**src/rtl/ll_resp_queue_pkg.sv**
```systemverilog
// Shared core definitions for the load/store response queue: default widths
// and branch-mask helpers reused by execution units.
package ll_resp_queue_pkg;

   localparam int DEF_DEPTH = 4;
   localparam int DEF_PAY_W = 65;
   localparam int DEF_BR_W  = 20;

   // Helpers work on the widest mask any core configuration uses; callers
   // zero-extend their BR_W-wide masks and truncate results back down.
   localparam int MAX_BR_W  = 64;

   typedef logic [MAX_BR_W-1:0] br_mask_t;

   function automatic logic is_killed(br_mask_t mask, br_mask_t mispredict);
      return |(mask & mispredict);
   endfunction

   function automatic br_mask_t update_mask(br_mask_t mask, br_mask_t resolve);
      return mask & ~resolve;
   endfunction

endpackage

```
**src/rtl/ll_resp_queue_if.sv**
```systemverilog
// Enqueue/dequeue handshake, branch-update and status bundle of the response queue.
interface ll_resp_queue_if
   import ll_resp_queue_pkg::*;
#(
   parameter int DEPTH = DEF_DEPTH,
   parameter int PAY_W = DEF_PAY_W,
   parameter int BR_W  = DEF_BR_W
);
   localparam int CNT_W = $clog2(DEPTH + 1);

   logic             enq_valid;
   logic             enq_ready;
   logic [BR_W-1:0]  enq_br_mask;
   logic [PAY_W-1:0] enq_payload;

   logic             deq_valid;
   logic             deq_ready;
   logic [BR_W-1:0]  deq_br_mask;
   logic [PAY_W-1:0] deq_payload;

   logic [BR_W-1:0]  brupdate_resolve_mask;
   logic [BR_W-1:0]  brupdate_mispredict_mask;
   logic             flush;

   logic             empty;
   logic [CNT_W-1:0] count;

   modport master (
      output enq_valid, enq_br_mask, enq_payload, deq_ready,
             brupdate_resolve_mask, brupdate_mispredict_mask, flush,
      input  enq_ready, deq_valid, deq_br_mask, deq_payload, empty, count
   );

   modport slave (
      input  enq_valid, enq_br_mask, enq_payload, deq_ready,
             brupdate_resolve_mask, brupdate_mispredict_mask, flush,
      output enq_ready, deq_valid, deq_br_mask, deq_payload, empty, count
   );

endinterface

```
**src/rtl/ll_resp_queue.sv**
```systemverilog
// Circular response queue with per-slot branch masks: mispredicted entries die
// in place and are reclaimed one per cycle when they reach the head.
module ll_resp_queue
   import ll_resp_queue_pkg::*;
#(
   parameter int DEPTH = DEF_DEPTH,
   parameter int PAY_W = DEF_PAY_W,
   parameter int BR_W  = DEF_BR_W
) (
   input logic           clock,
   input logic           reset,
   ll_resp_queue_if.slave q
);

   localparam int IDX_W = $clog2(DEPTH);
   localparam int PTR_W = IDX_W + 1;
   localparam int CNT_W = $clog2(DEPTH + 1);
   localparam logic [PTR_W-1:0] FULL = PTR_W'(DEPTH);

   // Pointers carry one extra wrap bit so full and empty are distinguishable.
   logic [PTR_W-1:0] head, tail, head_nxt, tail_nxt, occ;
   logic [IDX_W-1:0] head_idx, tail_idx;
   logic [DEPTH-1:0] live, live_nxt, kill_vec;
   logic [CNT_W-1:0] count_q, count_nxt;

   logic [BR_W-1:0]  br_mask [DEPTH];
   logic [PAY_W-1:0] payload [DEPTH];

   logic occupied, head_dead, deq_valid, deq_fire;
   logic enq_ready, enq_take;

   assign head_idx = head[IDX_W-1:0];
   assign tail_idx = tail[IDX_W-1:0];
   assign occ      = tail - head;
   assign occupied = (occ != '0);

   always_comb begin
      kill_vec = '0;
      for (int i = 0; i < DEPTH; i++)
         kill_vec[i] = live[i] & is_killed(br_mask_t'(br_mask[i]),
                                           br_mask_t'(q.brupdate_mispredict_mask));
   end

   // Occupancy is taken from registered pointers, so a dequeue in the same
   // cycle never opens a slot for the enqueue.
   assign enq_ready = (occ != FULL);
   assign enq_take  = q.enq_valid & enq_ready & ~q.flush &
                      ~is_killed(br_mask_t'(q.enq_br_mask),
                                 br_mask_t'(q.brupdate_mispredict_mask));

   assign deq_valid = occupied & live[head_idx] & ~kill_vec[head_idx] & ~q.flush;
   assign deq_fire  = deq_valid & q.deq_ready;
   assign head_dead = occupied & ~live[head_idx];

   assign q.enq_ready   = enq_ready;
   assign q.deq_valid   = deq_valid;
   assign q.deq_payload = payload[head_idx];
   assign q.deq_br_mask = BR_W'(update_mask(br_mask_t'(br_mask[head_idx]),
                                            br_mask_t'(q.brupdate_resolve_mask)));
   assign q.count       = count_q;
   assign q.empty       = (count_q == '0);

   always_comb begin
      live_nxt = live & ~kill_vec;
      head_nxt = head + PTR_W'(deq_fire | head_dead);
      tail_nxt = tail + PTR_W'(enq_take);
      if (deq_fire)
         live_nxt[head_idx] = 1'b0;
      if (enq_take)
         live_nxt[tail_idx] = 1'b1;
      if (q.flush) begin
         live_nxt = '0;
         head_nxt = tail;
      end
      count_nxt = '0;
      for (int i = 0; i < DEPTH; i++)
         count_nxt = count_nxt + CNT_W'(live_nxt[i]);
   end

   always_ff @(posedge clock or posedge reset) begin
      if (reset) begin
         head    <= '0;
         tail    <= '0;
         live    <= '0;
         count_q <= '0;
      end else begin
         head    <= head_nxt;
         tail    <= tail_nxt;
         live    <= live_nxt;
         count_q <= count_nxt;
      end
   end

   // Data storage is qualified by the live bits and needs no reset.
   always_ff @(posedge clock) begin
      for (int i = 0; i < DEPTH; i++) begin
         br_mask[i] <= BR_W'(update_mask(br_mask_t'(br_mask[i]),
                                         br_mask_t'(q.brupdate_resolve_mask)));
         if (enq_take && (tail_idx == IDX_W'(i))) begin
            br_mask[i] <= BR_W'(update_mask(br_mask_t'(q.enq_br_mask),
                                            br_mask_t'(q.brupdate_resolve_mask)));
            payload[i] <= q.enq_payload;
         end
      end
   end

endmodule

```
**src/flat_wrapper.sv**
```systemverilog
// flat-port wrapper written by rule: the top's interface ports become plain ports
module ll_resp_queue_flat import ll_resp_queue_pkg::*;
#(
   parameter int DEPTH = DEF_DEPTH,
   parameter int PAY_W = DEF_PAY_W,
   parameter int BR_W  = DEF_BR_W
)
  (clock, reset, q_enq_valid, q_enq_br_mask, q_enq_payload, q_deq_ready, q_brupdate_resolve_mask, q_brupdate_mispredict_mask, q_flush, q_enq_ready, q_deq_valid, q_deq_br_mask, q_deq_payload, q_empty, q_count);
  ll_resp_queue_if #(.DEPTH(DEPTH), .PAY_W(PAY_W), .BR_W(BR_W)) q_i ();
  input logic clock;
  input logic reset;
  input wire logic [$bits(q_i.enq_valid)-1:0] q_enq_valid;
  input wire logic [$bits(q_i.enq_br_mask)-1:0] q_enq_br_mask;
  input wire logic [$bits(q_i.enq_payload)-1:0] q_enq_payload;
  input wire logic [$bits(q_i.deq_ready)-1:0] q_deq_ready;
  input wire logic [$bits(q_i.brupdate_resolve_mask)-1:0] q_brupdate_resolve_mask;
  input wire logic [$bits(q_i.brupdate_mispredict_mask)-1:0] q_brupdate_mispredict_mask;
  input wire logic [$bits(q_i.flush)-1:0] q_flush;
  output wire logic [$bits(q_i.enq_ready)-1:0] q_enq_ready;
  output wire logic [$bits(q_i.deq_valid)-1:0] q_deq_valid;
  output wire logic [$bits(q_i.deq_br_mask)-1:0] q_deq_br_mask;
  output wire logic [$bits(q_i.deq_payload)-1:0] q_deq_payload;
  output wire logic [$bits(q_i.empty)-1:0] q_empty;
  output wire logic [$bits(q_i.count)-1:0] q_count;
  assign q_i.enq_valid = q_enq_valid;
  assign q_i.enq_br_mask = q_enq_br_mask;
  assign q_i.enq_payload = q_enq_payload;
  assign q_i.deq_ready = q_deq_ready;
  assign q_i.brupdate_resolve_mask = q_brupdate_resolve_mask;
  assign q_i.brupdate_mispredict_mask = q_brupdate_mispredict_mask;
  assign q_i.flush = q_flush;
  assign q_enq_ready = q_i.enq_ready;
  assign q_deq_valid = q_i.deq_valid;
  assign q_deq_br_mask = q_i.deq_br_mask;
  assign q_deq_payload = q_i.deq_payload;
  assign q_empty = q_i.empty;
  assign q_count = q_i.count;
  ll_resp_queue #(.DEPTH(DEPTH), .PAY_W(PAY_W), .BR_W(BR_W)) u_core (.clock(clock), .reset(reset), .q(q_i));
endmodule
```
**config.mk**
```make
export PLATFORM = sky130hd
export DESIGN_NAME = ll_resp_queue_flat
export DESIGN_NICKNAME = d
export VERILOG_FILES = /design/src/rtl/ll_resp_queue_pkg.sv /design/src/rtl/ll_resp_queue_if.sv /design/src/rtl/ll_resp_queue.sv /design/src/flat_wrapper.sv
export SDC_FILE = /design/constraint.sdc
export NUM_CORES = 1
export LEC_CHECK = 0
export BUFFER_PORTS_ARGS = -buffer_cell sky130_fd_sc_hd__clkbuf_2
export CORE_AREA = 5 5 194 196
export DETAILED_ROUTE_END_ITERATION = 7
export DIE_AREA = 0 0 199 201
export PLACE_DENSITY = 0.71
export SYNTH_ARGS = -nofsm -noshare
export SYNTH_HDL_FRONTEND = slang
export SYNTH_SLANG_ARGS = --single-unit
```
**constraint.sdc**
```tcl
create_clock -name clock -period 3.8 [get_ports clock]
set_clock_uncertainty 0.2 [all_clocks]
set_input_delay 0 -clock clock [delete_from_list [all_inputs] [get_ports clock]]
set_output_delay 0 -clock clock [all_outputs]
set_load 0.005 [all_outputs]
```
==> results by group, run 1 <==
Setup path
  – Required time of the critical path: ~4000 ps
  – CP endpoint kind: flop
  – R2R Setup Slk: 130 ps
  – Crit start category: flop
  – WS Path Type: reg2reg
  – CP Data Arrival Time: 3850 ps
  – Crit-path max FO: 3

Routing
  – Vias per cell: 5.30
  – DRT Wirelength: between 30 and 40 mm
  – Drt first-iter violations: 717
  – Post-route ant nets: 0
  – DR WL/cell: 21.3 um
  – Via count: 9042
  – Drt pass-1 iters: 6
  – Drt drc: 0

Synthesis
  – #FFs+latches synth: 353
  – Post-Syn Nets: 966
  – Post-Synth Adder-Cell Area: 0.855%
  – Syn Area/Cell: 17.0 um2
  – Synth Area in Simple Gates: 5.72%
  – Xor and xnor fraction of the mapped netlist area: 0.249%
  – Compound-cell area share of the yosys netlist: 5.19%
  – Top_reg_cell synth: edfxtp_1
  – Top cells by area, synth: edfxtp_1 (56%), mux4_2 (14%), dfxtp_1 (11%)
  – Commonest cells post-synth: edfxtp_1 (260), nand2_1 (87), mux4_2 (86)
  – Most common cell in the synthesized netlist: edfxtp_1
  – EDFF count, synth: 260
  – Synth cell types: 51
  – Mux contribution to synthesized area: 16.8%
  – Yosys top cell area share: 55.6%
  – Yosys warns: 0
  – Register area share after synthesis: around 69%
  – Synth Cell Area: 14100 um2
  – Largest family of logic cells by synthesized area: multiplexers
  – Syn Inst Count: 827
  – Synth area leader: edfxtp_1
  – Post-synthesis async set-or-reset flop share: 3.68%

STA
  – Fmax: 0.272 GHz
  – Final hold vios: 0
  – Final setup fails: 0
  – Setup_tns: 0 ps
  – WHS: 53.2 ps
  – Worst-Margin Slew: ~1000 ps
  – Relative slew margins: a little over a third
  – RSZ-0062 raised after global routing: false
  – Tmin final: 3670 ps
  – Max Slew Vio Count: 0
  – Period utilization: 96.6%

Floorplanning
  – # IOs: between 200 and 250
  – Row cnt: 70
  – Core area: 35900 um2
  – Area of the die: 40000 um2
  – Die height: 201 um
  – Initial Utilization: 39.1%
  – Die Span X: roughly 200 um

Clock tree
  – Clock-pin slew on the worst setup and hold paths: about 60 ps
  – CTS tree: done
  – H-tree levels: 2
  – TritonCTS Buffers: 38
  – Clock Sinks: 353
  – Worst-Skew Late Latency: around 510 ps
  – Clock Path Buffers: 3
  – Root buffer cell: clkbuf_16

Global route
  – Largest net degree at the start of global routing: 86
  – Number of global-route vias before repair: 9729
  – First-pass GRT wire length: about 56 mm
  – Global route overflow: 0
  – Total GRT Usage: 17.8%
  – Initial antenna violation count: 2

Power and ir drop
  – Leak: just under 7 nW
  – Maximum VDD drop: 0.000376 V
  – Total power: 9.36 mW
  – PwrDens: 509 nW/um2

Placement
  – Final HPWL DP: 23.8 mm
  – Port bufs: 220
  – GP Congestion: about 0.9

Final layout
  – Area Overhead vs Synth: 30.8%
  – Final nets: 1350
  – Share of layout cells above drive strength 1: 32.0%
  – FILL cells: 2942

Worst hold path
  – Hold crit path type: in2reg

Run status
  – Status: complete, no violations

Run
  – Max Cap Violations: 0
[cells by family after synthesis]
group	after synthesis
flops	353
simple gates	177
mux	128
compound gates	106
buf+inv	50
fa+ha+maj	9
xor+xnor	4
[critical path, stage by stage (launching register included)]
cell and delay, ps:
dfxtp_1 330, a22o_1 260, a221oi_1 320, and3_1 220
nand4_1 150, dlygate4sd3_1 620, a311o_1 330, a21oi_1 220
ha_1 180, inv_1 50, fa_1 380, inv_1 60
ha_1 220
[state kept, by name, indices dropped and copies added, names as in the netlist]
name,flops
u_core.payload,260
u_core.br_mask,80
u_core.live,4
u_core.head,3
u_core.q.count,3
u_core.tail,3
[worst paths after layout]
check / start / endpoint / cells past startpoint
max in group asynchronous: reset / u_core.head[0] / 4
hold reg to reg: u_core.br_mask[2][17] / u_core.br_mask[2][17] / 2
hold / removal: q_enq_payload[40] / u_core.payload[1][40] / 2
setup reg to reg: u_core.br_mask[1][16] / u_core.q.count[1] / 12
min in group asynchronous: reset / u_core.live[1] / 4
setup / recovery: u_core.br_mask[1][16] / u_core.q.count[1] / 12
[through the flow]
stage	cell area, um2	setup WS [ps]	std cells	utilization [%]
floorplan	14100	231	827	-
global placement	15800	370	1499	43.9
detailed placement	15800	307	1499	43.9
CTS	18400	195	1703	51.1
global route	18400	18.0	1705	51.2
finish	18400	130	1706	51.2
[cell type report]
| cell class | instances | area (um2) | area share [%] |
|---|---|---|---|
| Antenna cell | 3 | 7.51 | 0.0409 |
| Inverter | 15 | 65.1 | 0.354 |
| Tap cell | 468 | 586 | 3.19 |
| Clock inverter | 15 | 116 | 0.633 |
| Clock buffer | 49 | 1070 | 5.80 |
| Sequential cell | 353 | 9740 | 53.0 |
| Timing Repair Buffer | 379 | 2740 | 14.9 |
| Multi-Input combinational cell | 424 | 4050 | 22.0 |
[power by group]
part	switching, mW	leakage (nW)	internal, mW
sequential	0.0135	3.16	4.15
clock	1.42	0.579	2.05
combinational	0.859	3.14	0.870
[layout by cell type (no fill, tap or decap), types with 4 or more instances in the layout]
cell / instances
dfxtp_1: 80
clkbuf_2: 221
edfxtp_1: 260
dlygate4sd3_1: 140
clkinv_2: 7
clkbuf_1: 5
a22oi_1: 14
nor2_1: 44
a21oi_1: 45
clkbuf_16: 40
ha_1: 8
nand4_1: 4
a22o_1: 17
mux4_2: 86
dfrtp_1: 11
buf_4: 11
nand2_1: 87
buf_12: 6
inv_1: 11
a221oi_1: 17
clkinvlp_4: 5
mux2i_1: 40
nor2b_1: 22
[layer usage]
| layer | track usage, % | share of wire (%) | up-vias | wire length (um) |
|---|---|---|---|---|
| li1 | - | - | 4034 | - |
| met2 | 29.9 | 49 | 448 | 17600 |
| met1 | 22.5 | 38 | 4496 | 13900 |
| met3 | 5.42 | 11 | 64 | 3810 |
| met4 | 4.81 | 2.4 | 0 | 871 |
| met5 | 0 | 0 | - | 0 |
[timing repair]
item                       4_1_cts  5_1_grt
setup endpoints to repair        0        2
hold endpoints to repair       361        0
gates resized for setup          0        2
hold buffers                   140        0
buffers inserted                 0        0
Power figures use the tool's default switching activity.
==> run 2: changes to the inputs <==
--- a/config.mk
+++ b/config.mk
@@ -5,6 +5,7 @@
 export SDC_FILE = /design/constraint.sdc
 export NUM_CORES = 1
 export LEC_CHECK = 0
+export ABC_AREA = 1
 export BUFFER_PORTS_ARGS = -buffer_cell sky130_fd_sc_hd__clkbuf_2
 export CORE_AREA = 5 5 194 196
 export DETAILED_ROUTE_END_ITERATION = 7
==> results by group, run 2 <==
Routing
  – Drt drc: 0 (unchanged)
  – Post-route ant nets: 0 (unchanged)
  – Vias per cell: 5.26 (was 5.30)
  – Drt first-iter violations: 867 (was 717)
  – DR WL/cell: 18.6 um (was 21.3 um)
  – DRT Wirelength: 38.6 mm (was 36.3 mm)
  – Drt pass-1 iters: 5 (was 6)
  – Via count: 10.9k (was 9042)

Power and ir drop
  – Pint: 7.25 mW (was 7.06 mW)
  – Clock power share: 36.6% (was 37.1%)
  – Sequential fraction of design power: 40.8% (was 44.5%)
  – PwrDens: 553 nW/um2 (was 509 nW/um2)
  – Maximum VDD drop: 0.000464 V (was 0.000376 V)
  – Net Sw Frac: 29.0% (was 24.5%)
  – Leak: 7.16 nW (was 6.88 nW)
  – Logic pwr share: 22.6% (was 18.5%)
  – Sw Pwr: 2.96 mW (was 2.30 mW)

STA
  – Period utilization: 93.9% (was 96.6%)
  – Final setup fails: 0 (unchanged)
  – Setup_tns: 0 ps (unchanged)
  – Worst-Margin Slew: 656 ps (was 979 ps)
  – RSZ-0062 raised after global routing: false (unchanged)
  – Fmax: 0.280 GHz (was 0.272 GHz)
  – Max Slew Vio Count: 0 (unchanged)
  – Relative slew margins: 56.2% (was 34.7%)
  – Tmin final: 3570 ps (was 3670 ps)
  – Final hold vios: 0 (unchanged)

Setup path
  – CP Data Arrival Time: 3760 ps (was 3850 ps)
  – Path depth of the worst reg2reg path: 14 (was 12)
  – WS Path Type: reg2reg (unchanged)
  – Crit start category: flop (unchanged)
  – Crit-path max FO: 3 (unchanged)
  – WP buf/inv: 4 (was 3)
  – Critical path's top delay family: buffers and inverters (was compound AO/OA/AOI/OAI gates)
  – R2R Setup Slk: 230 ps (was 130 ps)
  – CP endpoint kind: flop (unchanged)
  – Cells along the critical path: nand2_1 -> nand2_1 -> nor2_1 -> dlygate4sd3_1 -> nand2_1 -> dlygate4sd3_1 -> nor3b_1 -> nand2_1 -> a21oi_2 -> ha_1 -> inv_1 -> fa_1 -> inv_1 -> ha_1 (was a22o_1 -> a221oi_1 -> and3_1 -> nand4_1 -> dlygate4sd3_1 -> a311o_1 -> a21oi_1 -> ha_1 -> inv_1 -> fa_1 -> inv_1 -> ha_1)
  – Required time of the critical path: 4000 ps (was 3980 ps)
  – Cell mode on critical path: nand2_1
  – Max incr delay on CP: 640 ps (was 620 ps)
  – Worst path slowest cell: dlygate4sd3_1 (unchanged)
  – WP depth: 14 (was 12)

Synthesis
  – Top cells by area, synth: edfxtp_1 (56%), dfxtp_1 (11%), nand2_1 (8.2%) (was edfxtp_1 (56%), mux4_2 (14%), dfxtp_1 (11%))
  – Yosys top cell area share: 55.7% (was 55.6%)
  – Synth Cell Area: 14000 um2 (was 14100 um2)
  – Post-synthesis async set-or-reset flop share: 3.68% (unchanged)
  – #FFs+latches synth: 353 (unchanged)
  – Syn Inst Count: 1190 (was 827)
  – Yosys warns: 0 (unchanged)
  – Synth cell types: 36 (was 51)
  – Most common cell in the synthesized netlist: nand2_1 (was edfxtp_1)
  – Top_reg_cell synth: edfxtp_1 (unchanged)
  – Register area share after synthesis: 69.4% (was 69.3%)
  – Post-Syn Nets: 1329 (was 966)
  – Synth area leader: edfxtp_1 (unchanged)
  – Syn Area/Cell: 11.8 um2 (was 17.0 um2)
  – Commonest cells post-synth: nand2_1 (305), edfxtp_1 (260), nand3_1 (121) (was edfxtp_1 (260), nand2_1 (87), mux4_2 (86))
  – EDFF count, synth: 260 (unchanged)

Final layout
  – Largest regs: u_core.payload: 260 flops, u_core.br_mask: 80 flops, u_core.live: 4 flops (unchanged)
  – Final nets: 1711 (was 1350)
  – Commonest non-fill, non-tap cell in the layout: nand2_1 (was edfxtp_1)
  – Share of layout cells above drive strength 1: 20.3% (was 32.0%)
  – Fin cells: 2070 (was 1706)
  – Most frequent cells in the layout: nand2_1 (304), edfxtp_1 (260), clkbuf_2 (220) (was edfxtp_1 (260), clkbuf_2 (221), dlygate4sd3_1 (140))
  – Largest Register: u_core.payload (unchanged)
  – Area Overhead vs Synth: 31.7% (was 30.8%)
  – FILL cells: 3078 (was 2942)
  – Number of flip-flops in the largest register: 260 (unchanged)

Global route
  – Initial antenna violation count: 1 (was 2)
  – Total GRT Usage: 18.9% (was 17.8%)
  – Largest net degree at the start of global routing: 49 (was 86)
  – Number of global-route vias before repair: 11.3k (was 9729)
  – First-pass GRT wire length: 60.7 mm (was 55.6 mm)
  – Global route overflow: 0 (unchanged)

Clock tree
  – Clock Sinks: 353 (unchanged)
  – CTS tree: done (unchanged)
  – Root buffer cell: clkbuf_16 (unchanged)
  – Clock-pin slew on the worst setup and hold paths: 60 ps (about the same)
  – H-tree levels: 2 (unchanged)
  – Clock Path Buffers: 3 (unchanged)
  – Worst-Skew Late Latency: 520 ps (was 510 ps)
  – Post-CTS setup buffers: 0 (unchanged)
  – TritonCTS Buffers: 38 (unchanged)

Floorplanning
  – Die height: 201 um (unchanged)
  – Die Span X: 199 um (unchanged)
  – # IOs: 221 (unchanged)
  – Core area: 35900 um2 (unchanged)
  – Initial Utilization: 39.1% (about the same)
  – Area of the die: 40000 um2 (unchanged)
  – Row cnt: 70 (unchanged)

Placement
  – Port bufs: 220 (unchanged)
  – Final HPWL DP: 24.4 mm (was 23.8 mm)
  – Cell count after placement: 1849 (was 1499)
  – GP Congestion: 0.839 (was 0.902)

Run status
  – Status: complete, no violations (unchanged)

Worst hold path
  – Hold crit path type: in2reg (unchanged)
  – Hold Path Depth: 2 (unchanged)

Run
  – Max Cap Violations: 0 (unchanged)
[run 2: cell types whose count changed in the layout (fill, tap and decap cells not counted), sizes merged, moves of 33 or more]
cell / change
nand3: +123
mux4: -86
a21oi: -33
a22oi: +105
nand2: +219
inv: +41
mux2i: -40
o21ai: +85
[run 2: stage by stage]
| stage | hold WS (ps) | setup WS [ps] | util (%) | area [um2] | power [mW] |
|---|---|---|---|---|---|
| global route | 25.3 | 16.5 | 51.4 | 18500 | 10.7 |
| floorplan | -323 | 231 | - | 14000 | 5.39 |
| global placement | -162 | 555 | 43.6 | 15700 | 6.45 |
| finish | 32.6 | 232 | 51.4 | 18500 | 10.2 |
| CTS | 4.53 | 63.5 | 51.4 | 18500 | 10.3 |
| detailed placement | -159 | 422 | 43.6 | 15700 | 6.47 |
[run 2: worst reg2reg max path, delay by kind of cell, from the launching register on]
family	cells	cell delay (ps)
adders and majority gates	3	740
DFF	1	330
and+or+nand+nor	6	720
AOI/OAI and AO/OA	1	150
buffers and inverters	4	1300
[run 2: kinds of logic after synthesis]
logic type	share of synthesized area, %
adder cells (fa/ha/maj)	0.856
flip-flops	69.4
AO/OA/AOI/OAI	11.2
XOR/XNOR	0.250
buffers and inverters	3.51
AND/OR/NAND/NOR	14.7
[run 2: path summary, 6_finish.rpt]
| kind | start | end |
|---|---|---|
| max | u_core.br_mask[1][17] | u_core.q.count[1] |
| min | q_enq_payload[28] | u_core.payload[3][28] |
| max in group asynchronous | reset | u_core.head[1] |
| min in group asynchronous | reset | u_core.live[3] |
| max reg2reg | u_core.br_mask[1][17] | u_core.q.count[1] |
| min reg2reg | u_core.br_mask[2][18] | u_core.br_mask[2][18] |
[run 2: what timing repair did]
action,CTS,global route
setup endpoints to repair,0,3
gates resized for setup,0,2
hold endpoints to repair,363,0
hold buffers,152,0
[run 2: final cells by class]
| cell class | count | area [um2] | share of cell area [%] |
|---|---|---|---|
| antenna | 1 | 2.50 | 0.0135 |
| multi-input combinational | 732 | 3830 | 20.7 |
| timing repair buffer | 395 | 2840 | 15.4 |
| tap | 468 | 586 | 3.17 |
| clock buffer | 51 | 1070 | 5.81 |
| clock inverter | 18 | 209 | 1.13 |
| sequential | 353 | 9730 | 52.7 |
| inverter | 52 | 195 | 1.06 |
[run 2: routing by layer]
metal  vias up  wire length [um]  global-route usage (%)  share of wire, %
li1       5096                 -                       -                 -
met1      5220             15600                    24.6                40
met2       499             18700                    31.7                48
met3        73              3220                    3.94               8.3
met4         0              1090                    6.16               2.8
met5         -                 0                       0                 0
[run 2: power groups by stage]
stage / logic [mW] / clock network (mW) / registers, mW
2_1_floorplan: 1.15 / 0 / 4.24
5_1_grt: 2.54 / 3.99 / 4.17
3_3_place_gp: 2.20 / 0 / 4.25
4_1_cts: 2.33 / 3.82 / 4.17
3_5_place_dp: 2.21 / 0 / 4.25
6_report: 2.31 / 3.74 / 4.17
